## src/rtl/add_seq_pkg.sv

```systemverilog
// Shared definitions for the byte-serial add/subtract sequencer.
package add_seq_pkg;

    localparam int BYTE_W = 8;

    typedef enum logic [1:0] {
        ST_IDLE = 2'd0,
        ST_RUN  = 2'd1,
        ST_DONE = 2'd2
    } state_e;

endpackage

```

## src/rtl/adder_8bit_cin.sv

```systemverilog
// Combinational byte-wide ripple adder with carry-in, chained from full adders.
module adder_8bit_cin
    import add_seq_pkg::*;
(
    input  logic [BYTE_W-1:0] a,
    input  logic [BYTE_W-1:0] b,
    input  logic              cin,
    output logic [BYTE_W-1:0] sum,
    output logic              cout
);

    logic [BYTE_W:0] carry;

    assign carry[0] = cin;
    assign cout     = carry[BYTE_W];

    genvar g;
    generate
        for (g = 0; g < BYTE_W; g++) begin : g_bit
            full_adder u_fa (
                .a    (a[g]),
                .b    (b[g]),
                .cin  (carry[g]),
                .sum  (sum[g]),
                .cout (carry[g+1])
            );
        end
    endgenerate

endmodule

```

## src/rtl/full_adder.sv

```systemverilog
// One-bit full adder, the building block of the byte ripple adder.
module full_adder (
    input  logic a,
    input  logic b,
    input  logic cin,
    output logic sum,
    output logic cout
);

    // Classic sum/carry equations.
    always_comb begin
        sum  = a ^ b ^ cin;
        cout = (a & b) | (cin & (a ^ b));
    end

endmodule

```

## src/rtl/multibyte_add_sequencer.sv

```systemverilog
// Wide adder/subtractor that reuses a single byte adder over NUM_BYTES cycles,
// least significant byte first, carrying between bytes through a register.
module multibyte_add_sequencer
    import add_seq_pkg::*;
#(
    parameter int NUM_BYTES = 4
) (
    input  logic                        clk,
    input  logic                        rst,
    input  logic                        start_valid,
    output logic                        start_ready,
    input  logic [BYTE_W*NUM_BYTES-1:0] in1,
    input  logic [BYTE_W*NUM_BYTES-1:0] in2,
    input  logic                        sub,
    output logic                        result_valid,
    input  logic                        result_ready,
    output logic [BYTE_W*NUM_BYTES-1:0] out,
    output logic                        carry_out,
    output logic                        busy
);

    localparam int W     = BYTE_W * NUM_BYTES;
    localparam int IDX_W = (NUM_BYTES > 1) ? $clog2(NUM_BYTES) : 1;
    localparam logic [IDX_W-1:0] LAST_IDX = IDX_W'(NUM_BYTES - 1);

    state_e            state_q, state_d;
    logic [W-1:0]      a_q, a_d;
    logic [W-1:0]      b_q, b_d;
    logic [W-1:0]      out_q, out_d;
    logic [IDX_W-1:0]  idx_q, idx_d;
    logic              carry_q, carry_d;
    logic              carry_out_q, carry_out_d;

    logic [BYTE_W-1:0] a_byte, b_byte, byte_sum;
    logic              byte_cout;

    assign out       = out_q;
    assign carry_out = carry_out_q;

    // Pick the operand bytes addressed by the current byte index.
    always_comb begin
        a_byte = '0;
        b_byte = '0;
        for (int i = 0; i < NUM_BYTES; i++) begin
            if (idx_q == IDX_W'(i)) begin
                a_byte = a_q[i*BYTE_W +: BYTE_W];
                b_byte = b_q[i*BYTE_W +: BYTE_W];
            end
        end
    end

    adder_8bit_cin u_adder (
        .a    (a_byte),
        .b    (b_byte),
        .cin  (carry_q),
        .sum  (byte_sum),
        .cout (byte_cout)
    );

    // Next-state, datapath updates and handshake outputs; B is stored pre-inverted for subtraction.
    always_comb begin
        state_d      = state_q;
        a_d          = a_q;
        b_d          = b_q;
        out_d        = out_q;
        idx_d        = idx_q;
        carry_d      = carry_q;
        carry_out_d  = carry_out_q;
        start_ready  = 1'b0;
        result_valid = 1'b0;
        busy         = 1'b0;
        case (state_q)
            ST_IDLE: begin
                start_ready = 1'b1;
                if (start_valid) begin
                    a_d     = in1;
                    b_d     = sub ? ~in2 : in2;
                    carry_d = sub;
                    idx_d   = '0;
                    out_d   = '0;
                    state_d = ST_RUN;
                end
            end
            ST_RUN: begin
                busy = 1'b1;
                for (int i = 0; i < NUM_BYTES; i++) begin
                    if (idx_q == IDX_W'(i)) begin
                        out_d[i*BYTE_W +: BYTE_W] = byte_sum;
                    end
                end
                carry_d = byte_cout;
                if (idx_q == LAST_IDX) begin
                    carry_out_d = byte_cout;
                    state_d     = ST_DONE;
                end else begin
                    idx_d = idx_q + IDX_W'(1);
                end
            end
            ST_DONE: begin
                busy         = 1'b1;
                result_valid = 1'b1;
                if (result_ready) begin
                    state_d = ST_IDLE;
                end
            end
            default: begin
                state_d = ST_IDLE;
            end
        endcase
    end

    // State and datapath registers with synchronous reset taking priority.
    always_ff @(posedge clk) begin
        if (rst) begin
            state_q     <= ST_IDLE;
            a_q         <= '0;
            b_q         <= '0;
            out_q       <= '0;
            idx_q       <= '0;
            carry_q     <= 1'b0;
            carry_out_q <= 1'b0;
        end else begin
            state_q     <= state_d;
            a_q         <= a_d;
            b_q         <= b_d;
            out_q       <= out_d;
            idx_q       <= idx_d;
            carry_q     <= carry_d;
            carry_out_q <= carry_out_d;
        end
    end

endmodule

```

## config.mk

```make
export PLATFORM = sky130hd
export DESIGN_NAME = multibyte_add_sequencer
export DESIGN_NICKNAME = d
export VERILOG_FILES = /design/src/rtl/add_seq_pkg.sv /design/src/rtl/adder_8bit_cin.sv /design/src/rtl/full_adder.sv /design/src/rtl/multibyte_add_sequencer.sv
export SDC_FILE = /design/constraint.sdc
export NUM_CORES = 1
export LEC_CHECK = 0
export CELL_PAD_IN_SITES_DETAIL_PLACEMENT = 0
export CELL_PAD_IN_SITES_GLOBAL_PLACEMENT = 2
export CORE_MARGIN = 8
export CORE_UTILIZATION = 28
export DETAILED_ROUTE_END_ITERATION = 8
export PLACE_DENSITY = 0.73
export SKIP_LAST_GASP = 1
export SLEW_MARGIN = 25
export SYNTH_ARGS = -nofsm -noshare
export SYNTH_HDL_FRONTEND = slang
export SYNTH_HIERARCHICAL = 1
export SYNTH_SLANG_ARGS = --single-unit
```

## constraint.sdc

```tcl
create_clock -name clk -period 4.8 [get_ports clk]
set_clock_uncertainty 0.05 [all_clocks]
set_input_delay 0.96 -clock clk [delete_from_list [all_inputs] [get_ports clk]]
set_output_delay 0.96 -clock clk [all_outputs]
set_load 0.005 [all_outputs]
```

# Word-level counts from Yosys, hierarchy flattened
# Cells that the tools add are included.
# totals
register_bits,102
output_inout_bits,36
word_cells,104
# op_classes
n_addsub,1
eq_ne,12
mux,27
bitwise,41
reduce_logical,13
# ops
cell,n
8-bit two-way mux,12
32-bit two-way mux,2
32-bit one-hot mux with 2 select lines,1
32-bit inverter,1
3-bit AND reduction,6
1-bit bitwise AND,16
1-bit XOR,16
"2-bit != test, second input constant",7
2-bit two-way mux,5
1-bit bitwise OR,8
"2-bit equality test, second input constant",3
2-bit one-hot mux with 3 select lines,1
2-bit AND reduction,3
"2-bit by 1-bit equality test with 1-bit output, second input constant",2
2-bit zero test,2
1-bit two-way mux,4
2-bit one-hot mux with 2 select lines,1
"2-bit by 1-bit adder with 2-bit output, second input constant",1
1-bit one-hot mux with 2 select lines,1
2-bit nonzero test,1
2-bit OR reduction,1

# Longest topological paths before layout
# Gate-level depths: netlist of the first run.
# depth
depth_word,23
mapped_depth,18

# By module
# The synthesis of the first run kept the hierarchy.
# modules_own_cells
module,instances,cells_per_inst,area_per_inst_um2,seq_area_each_um2
multibyte_add_sequencer,1,558,4919.7,2042.0
full_adder,8,1,20.0,0.0

# Worst setup path before layout of the first run
# Ideal clock, no wire load.
# synth_path
path_type,register to register
start,reg idx_q[1]
end,reg out_q[31] (netlist: out[31])
arrival_time_ps,4903
required_ps,4676
setup_slack_ps,-227
path_stages_with_launch,19
n_path_buf,2
path_cell_list,dfxtp_1 inv_1 ha_1 clkbuf_2 buf_1 a21oi_1 o21ai_0 a22o_1 fa_1 fa_1 fa_1 fa_1 fa_1 fa_1 fa_1 fa_1 nand3_1 a21o_1 a31oi_1
# synth_via
elab_chain_len,23
elab_cells_between_ends,46
classes_between,eq/ne (4); mux (10); bitwise (30); reduce/logical (2)
# synth_rtl
element,line_no,rtl
start: declaration,multibyte_add_sequencer.sv:30,"logic [IDX_W-1:0] idx_q, idx_d;"
start signal: assignment,multibyte_add_sequencer.sv:127,idx_q <= idx_d;
2-bit zero test,multibyte_add_sequencer.sv:45,if (idx_q == IDX_W'(i)) begin
8-bit two-way mux (3 in a row),multibyte_add_sequencer.sv:45,
8-bit two-way mux (*),multibyte_add_sequencer.sv:45,
named net a_byte[0],multibyte_add_sequencer.sv:34,"logic [BYTE_W-1:0] a_byte, b_byte, byte_sum;"
1-bit XOR,full_adder.sv:13,cout = (a & b) | (cin & (a ^ b));
1-bit bitwise AND,full_adder.sv:13,
1-bit bitwise OR (*),full_adder.sv:13,
named net u_adder.carry[1],adder_8bit_cin.sv:12,logic [BYTE_W:0] carry;
[... 2 more ...],n/a,
named net u_adder.carry[2],adder_8bit_cin.sv:12,
[... 2 more ...],n/a,
named net u_adder.carry[3],adder_8bit_cin.sv:12,
[... 2 more ...],n/a,
named net u_adder.carry[4],adder_8bit_cin.sv:12,
[... 2 more ...],n/a,
named net u_adder.carry[5],adder_8bit_cin.sv:12,
[... 2 more ...],n/a,
named net u_adder.carry[6],adder_8bit_cin.sv:12,
1-bit bitwise AND (*),full_adder.sv:13,
1-bit bitwise OR (*),full_adder.sv:13,
named net u_adder.carry[7],adder_8bit_cin.sv:12,
1-bit XOR (*),full_adder.sv:12,sum = a ^ b ^ cin;
named net byte_sum[7],multibyte_add_sequencer.sv:34,
8-bit two-way mux (*),multibyte_add_sequencer.sv:87,if (idx_q == IDX_W'(i)) begin
32-bit one-hot mux with 2 select lines (*),multibyte_add_sequencer.sv:72,case (state_q)
end signal: assignment,multibyte_add_sequencer.sv:126,out_q <= out_d;
end: declaration,multibyte_add_sequencer.sv:29,"logic [W-1:0] out_q, out_d;"
# Mark *: on every way through the listed nets, which the timed path passes. The rest lies on a longest branch. The select of a mux whose other input is x is not followed.
# A chain may end at the register's enable or synchronous reset.

# Worst setup path after layout of the first run
# layout_path
start,reg idx_q[1]
end,reg out_q[31] (netlist: out[31])
# layout_via
elab_chain_len,23
elab_cells_between_ends,46
classes_between,eq/ne (4); mux (10); bitwise (30); reduce/logical (2)
# layout_rtl
element,line_no
2-bit zero test,multibyte_add_sequencer.sv:45
8-bit two-way mux (3 in a row),multibyte_add_sequencer.sv:45
8-bit two-way mux (*),multibyte_add_sequencer.sv:45
named net b_byte[0],multibyte_add_sequencer.sv:34
1-bit XOR,full_adder.sv:13
1-bit bitwise AND,full_adder.sv:13
1-bit bitwise OR (*),full_adder.sv:13
named net u_adder.carry[1],adder_8bit_cin.sv:12
[... 2 more ...],n/a
named net u_adder.carry[2],adder_8bit_cin.sv:12
[... 2 more ...],n/a
named net u_adder.carry[3],adder_8bit_cin.sv:12
[... 2 more ...],n/a
named net u_adder.carry[4],adder_8bit_cin.sv:12
[... 2 more ...],n/a
named net u_adder.carry[5],adder_8bit_cin.sv:12
[... 2 more ...],n/a
named net u_adder.carry[6],adder_8bit_cin.sv:12
1-bit bitwise AND (*),full_adder.sv:13
1-bit bitwise OR (*),full_adder.sv:13
named net u_adder.carry[7],adder_8bit_cin.sv:12
1-bit XOR (*),full_adder.sv:12
named net byte_sum[7],multibyte_add_sequencer.sv:34
8-bit two-way mux (*),multibyte_add_sequencer.sv:87
32-bit one-hot mux with 2 select lines (*),multibyte_add_sequencer.sv:72
# Marked as above.

==> flow_summary.yaml, run 1 <==
yosys:
  syn_avg_cell_area_um2: 8.98
  syn-num-nets: 651
  yosysSeqAreaShare: 0.402
  synth_warnings: 6
  syn_area_mm2: 0.00508
  ys_seq_elements: 102
  syn_inst: 566
  synth_cell_types: 37
placement:
  place_congestion: 0.803
  io_buffers: 104
  dp_cells: 870
  dp_hpwl_um: 10600
floorplan:
  dieArea_mm2: 0.0227
  core_mm2: 0.0179
  die_h_um: 151
  initial_utilization: 0.284
  dieWidth_um: 151
  fp-row-count: 49
  ios: 105
cts:
  cts_setup_buffers: 0
  cts_made_buffers: 9
  cts_tree: "done"
  hold_buffers: 0
  cts_sinks: 102
  path_clk_slew_ns: 0.08
  cts_max_level: 3
  ctsLongestPathBuffers: 2
  clock_latency_ns: 0.36
  cts-root-buf: "clkbuf_16"
detailed_routing:
  dr.first_iter.drc_count: 164
  detail-route-antenna-nets: 0
  via_count: 4062
  dr.pass1.iters: 5
  via_per_inst: 4.58
  wire_per_inst_um: 15.9
  remaining_drc_errors: 0
  wl_um: 14100
sta:
  worstMarginPinSlew_ns: 0.880
  fin_crit_ns: 4.64
  fmax_mhz: 215
  finalCritPeriodShare: 0.968
  finalSetupTns_ns: 0
  rsz0062_at_grt: "true"
  finalMaxSlewViolations: 0
  hold_viol: 0
  setup_viol: 0
  holdWs_ns: 0.406
  relSlewSlack: 0.413
worst_setup_path:
  start_kind: "flop"
  critPathArrivalTime_ns: 4.87
  criticalPathCategory: "flop to flop"
  cp_max_fo: 7
  endpoint_kind: "flop"
  worstPathRequired_ns: 5.02
  critPathLaunch: "idx_q[1]"
  r2r_start: "idx_q[1]"
  rrSetupSlack_ns: 0.16
cells_and_area:
  fin_util: 0.372
  fillCellCount: 1861
  layoutNonFillerInstCount: 886
  fin_nets: 737
  n_antenna_cell: 0
  area_growth_pct: 31.1
  drive_gt1_frac: 0.128
grt:
  grt_max_degree: 109
  gr-total-overflow: 0
  grt_use_total: 0.124
  grt_pass1_wl_um: 22000
  grt_pass1_vias: 4084
  antenna_found_initial: 0
power:
  p_per_area_mw_per_mm2: 462
  p_leak_nw: 2.43
  max-vdd-ir-drop_v: 0.000218
  total_power_mw: 3.08
run_status:
  outcome: "completed"
hold_path:
  worstHoldStart: "a_q[16]"
  hold_class: "flop to flop"
flow_run:
  drv_cap: 0
## final timing paths
path / to / cells past startpoint
max: out[31] / 16
min: a_q[16] / 2
max reg2reg: out[31] / 16
min reg2reg: a_q[16] / 2
## power by group
part / internal (mW) / switching (mW)
clock: 0.428 / 0.341
combinational: 0.540 / 0.664
sequential: 1.00 / 0.100
total: 1.97 / 1.11
## cells by family (layout without fill, tap and decap cells)
family | Yosys count | after routing | synth area share
buf+inv | 67 | 158 | 0.0670
fa+ha+maj | 16 | 16 | 0.0512
flops | 102 | 102 | 0.402
simple gates | 174 | 174 | 0.157
compound gates | 148 | 148 | 0.213
mux | 27 | 27 | 0.0542
xor+xnor | 32 | 32 | 0.0552
## final cells by class
type                    count  area (um2)  share of cell area
clock buffers              10         239              0.0359
inverters                  21        78.8              0.0118
flip-flops and latches    102        2050               0.308
well taps                 229         287              0.0430
clock inverters             6        76.3              0.0115
repair buffers            121        1180               0.177
multi-input cells         397        2750               0.413
## layer usage
layer | vias up | share of wire | GRT usage
met5 | - | 0 | 0
met2 | 94 | 0.44 | 0.189
li1 | 2083 | - | -
met1 | 1871 | 0.49 | 0.166
met3 | 14 | 0.050 | 0.0252
met4 | 0 | 0.017 | 0.0549
## flip-flops by register name, indices dropped and copies added, names as in the netlist
register   count
a_q           32
b_q           32
carry_out      1
carry_q        1
idx_q          2
out           32
state_q        2
## cells in the final DEF, fill, tap and decap left out, types with 3 or more instances in the layout
cell / count
clkdlybuf4s50_1: 102
dfxtp_1: 100
nand2_1: 85
a21oi_1: 63
nor2_1: 34
nand2b_1: 31
mux2i_1: 26
xnor2_1: 24
a211oi_2: 24
a22o_1: 23
inv_1: 19
o21ai_0: 17
buf_4: 16
nand3b_1: 9
clkbuf_16: 9
xor2_1: 8
a211oi_1: 8
fa_2: 7
ha_1: 5
nor3_1: 4
o21ai_4: 3
a21o_1: 3
nand3_1: 3
## repair_timing
item | CTS | global route
pin swaps | 0 | 2
gates cloned | 0 | 0
resized for setup | 4 | 10
endpoints found under the setup margin | 4 | 5
## critical path, stage by stage, from the launching register on
cell and delay [ns]:
dfxtp_4 0.39, inv_2 0.06, ha_4 0.18, a21oi_2 0.13, o21ai_0 0.10, a22o_1 0.21
fa_2 0.37, fa_2 0.38, fa_2 0.35, fa_2 0.35, fa_2 0.35, fa_2 0.35
fa_2 0.35, fa_1 0.53, nand3_1 0.09, a21o_1 0.19, a31oi_1 0.13
## cells in the mapped netlist, drive strengths merged
library cell  number  share of area
a211oi            32          0.071
a21o               3         0.0044
a21oi             66          0.067
a22o              23          0.040
a31oi              2         0.0025
and2               2         0.0025
buf               29          0.038
clkbuf            17          0.014
dfxtp            102           0.40
fa                 8          0.032
ha                 8          0.020
inv               21          0.016
mux2               1         0.0030
mux2i             26          0.051
nand2             85          0.063
nand2b            31          0.038
nand3              3         0.0030
nand3b             9          0.013
nor2              34          0.025
nor2b              3         0.0042
nor3               5         0.0059
nor4               1         0.0012
o21ai             22          0.028
or2                1         0.0012
xnor2             24          0.041
xor2               8          0.014
## stage by stage
step	cell area [um2]	setup slack [ns]
floorplan	5100	0.0208
global placement	6270	0.0328
detailed placement	6300	-0.0814
CTS	6620	0.0342
global route	6660	-0.0154
finish	6660	0.155
No activity file was read; power rests on OpenSTA's default activity.
==> inputs of run 2 (changes only) <==
Settings changed: SLEW_MARGIN 25 to 10.
Clock period 4.8 ns to 4.15 ns, I/O delays scaled along.
==> run 2 against run 1 <==
  * The flow now finishes with violations (negative setup slack)
  * Clock power rose by 5.7%
  * Die area did not move
  * Global-route usage barely moved
  * Register-to-register slack got worse by 0.60 ns
  * Critical endpoint is now out[7]
  * Highest routed layer unchanged
==> flow_summary.yaml, run 2 (synthesis gave the netlist of run 1 again) <==
worst_setup_path:
  cp_slowest_stage_delay_ns: 0.57
  path_buf_inv: 2
  worstPathRequired_ns: 4.38
  r2r_start: "idx_q[0]"
  critPathArrivalTime_ns: 4.83
  crit_end: "out[7]"
  crit_top_cell: "fa_2"
  start_kind: "flop"
  reg2regPathDepth: 16
  cp_max_fo: 7
  critPathLaunch: "idx_q[0]"
  cp_num_cells: 16
  rrSetupSlack_ns: -0.44
  crit_chain: "inv_4 > ha_4 > a21oi_2 > o21ai_1 > a22o_1 > fa_2 > fa_2 > fa_2 > fa_2 > fa_2 > fa_2 > fa_2 > fa_2 > buf_4 > nand3b_1 > mux2i_1"
  criticalPathCategory: "flop to flop"
  regToRegEndpoint: "out[7]"
  cpMaxStageDelayCell: "fa_2"
  cp_top_family: "adder cells"
  endpoint_kind: "flop"
grt:
  gr-usage-met2: 0.193
  antenna_found_initial: 0
  busiest_layer: "met2"
  grt_use_total: 0.124
  grt_pass1_wl_um: 22100
  grt_max_degree: 86
  grt_pass1_vias: 4092
  met1_usage: 0.163
  grtUsageMet3: 0.0289
  gr-total-overflow: 0
placement:
  io_buffers: 104
  place_congestion: 0.807
  dp_hpwl_um: 10500
floorplan:
  die_h_um: 151
  dieArea_mm2: 0.0227
  core_mm2: 0.0179
  dieWidth_um: 151
  fp-row-count: 49
  initial_utilization: 0.284
  ios: 105
sta:
  finalMaxSlewViolations: 0
  relSlewSlack: 0.414
  finalCritPeriodShare: 1.11
  holdWs_ns: 0.411
  worstMarginPinSlew_ns: 0.879
  rsz0062_at_grt: "true"
  setup_viol: 6
  finalWorstSetupSlack_ns: -0.443
  fin_crit_ns: 4.59
  fmax_mhz: 218
  hold_viol: 0
detailed_routing:
  via_per_inst: 4.64
  via_count: 4115
  dr.pass1.iters: 4
  wl_um: 13900
  dr.first_iter.drc_count: 241
  remaining_drc_errors: 0
  detail-route-antenna-nets: 0
  wire_per_inst_um: 15.7
cts:
  clock_latency_ns: 0.35
  cts_made_buffers: 9
  path_clk_slew_ns: 0.07
  cts_tree: "done"
  cts_max_level: 3
  cts-root-buf: "clkbuf_16"
  cts_sinks: 102
  ctsLongestPathBuffers: 2
cells_and_area:
  multiInputGateArea_mm2: 0.00276
  final_cell_mix: "clkdlybuf4s50_1 (102), dfxtp_1 (100), nand2_1 (85)"
  fillCellCount: 1842
  regArea_mm2: 0.00205
  area_growth_pct: 30.6
  fin_nets: 737
  fin_util: 0.370
  drive_gt1_frac: 0.131
  final_common_cell: "clkdlybuf4s50_1"
  n_antenna_cell: 0
run_status:
  outcome: "finished, violations left"
  violations: "negative setup slack"
power:
  p_leak_nw: 2.41
  max-vdd-ir-drop_v: 0.000249
  p_per_area_mw_per_mm2: 528
flow_run:
  drv_cap: 0
hold_path:
  hold_class: "flop to flop"
run 2: repair_timing:
| item | 4_1_cts | 5_1_grt |
|---|---|---|
| pin swaps | 3 | 0 |
| buffers inserted | 0 | 0 |
| hold buffers | 0 | 0 |
| gates resized for setup | 3 | 2 |
| setup endpoints to repair | 9 | 9 |
| cloned | 0 | 0 |
run 2: cell type report:
| cell class | instances | share of cell area |
|---|---|---|
| multi-input combinational | 397 | 0.416 |
| sequential | 102 | 0.309 |
| timing repair buffer | 121 | 0.177 |
| tap | 229 | 0.0432 |
| clock buffer | 9 | 0.0340 |
| inverter | 21 | 0.0126 |
| clock inverter | 7 | 0.00830 |
run 2: routing by layer:
layer	vias to the layer above	share of wire
met1	1929	0.48
li1	2080	-
met3	15	0.064
met4	0	0.012
met5	-	0
met2	91	0.45
run 2: metrics by stage:
step / cell area, um2 / setup TNS (ns) / instances / setup WS (ns) / total power [mW]
after global routing: 6630 / -3.00 / 886 / -0.622 / 3.72
final: 6630 / -1.90 / 886 / -0.443 / 3.50
after CTS: 6630 / -1.96 / 886 / -0.440 / 3.54
after floorplan: 5190 / -1.75 / 566 / -0.430 / 2.26
after detailed placement: 6340 / -2.52 / 870 / -0.520 / 2.71
after global placement: 6340 / -2.04 / 870 / -0.439 / 2.70
run 2: worst register-to-register path, delay by kind of cell, from the launching register on:
family | cells | cell delay (ns)
AOI/OAI and AO/OA | 3 | 0.38
adders and majority gates | 9 | 3.26
buffers and inverters | 2 | 0.17
DFF | 1 | 0.40
muxes | 1 | 0.17
and+or+nand+nor | 1 | 0.11
run 2: how the worst min path moves through the flow:
stage / startpoint / to / slack [ns] / cells past startpoint
final: a_q[20] / a_q[20] / 0.41 / 2
after global routing: a_q[7] / a_q[7] / 0.43 / 2
after CTS: a_q[22] / a_q[22] / 0.41 / 2
after detailed placement: a_q[22] / a_q[22] / 0.40 / 2
after global placement: a_q[16] / a_q[16] / 0.40 / 2
after floorplan: a_q[16] / a_q[16] / 0.39 / 2
run 2: power by group:
group / leakage (nW) / switching, mW / internal (mW)
clock: 0.133 / 0.397 / 0.415
sequential: 0.837 / 0.120 / 1.16
combinational: 1.44 / 0.775 / 0.630
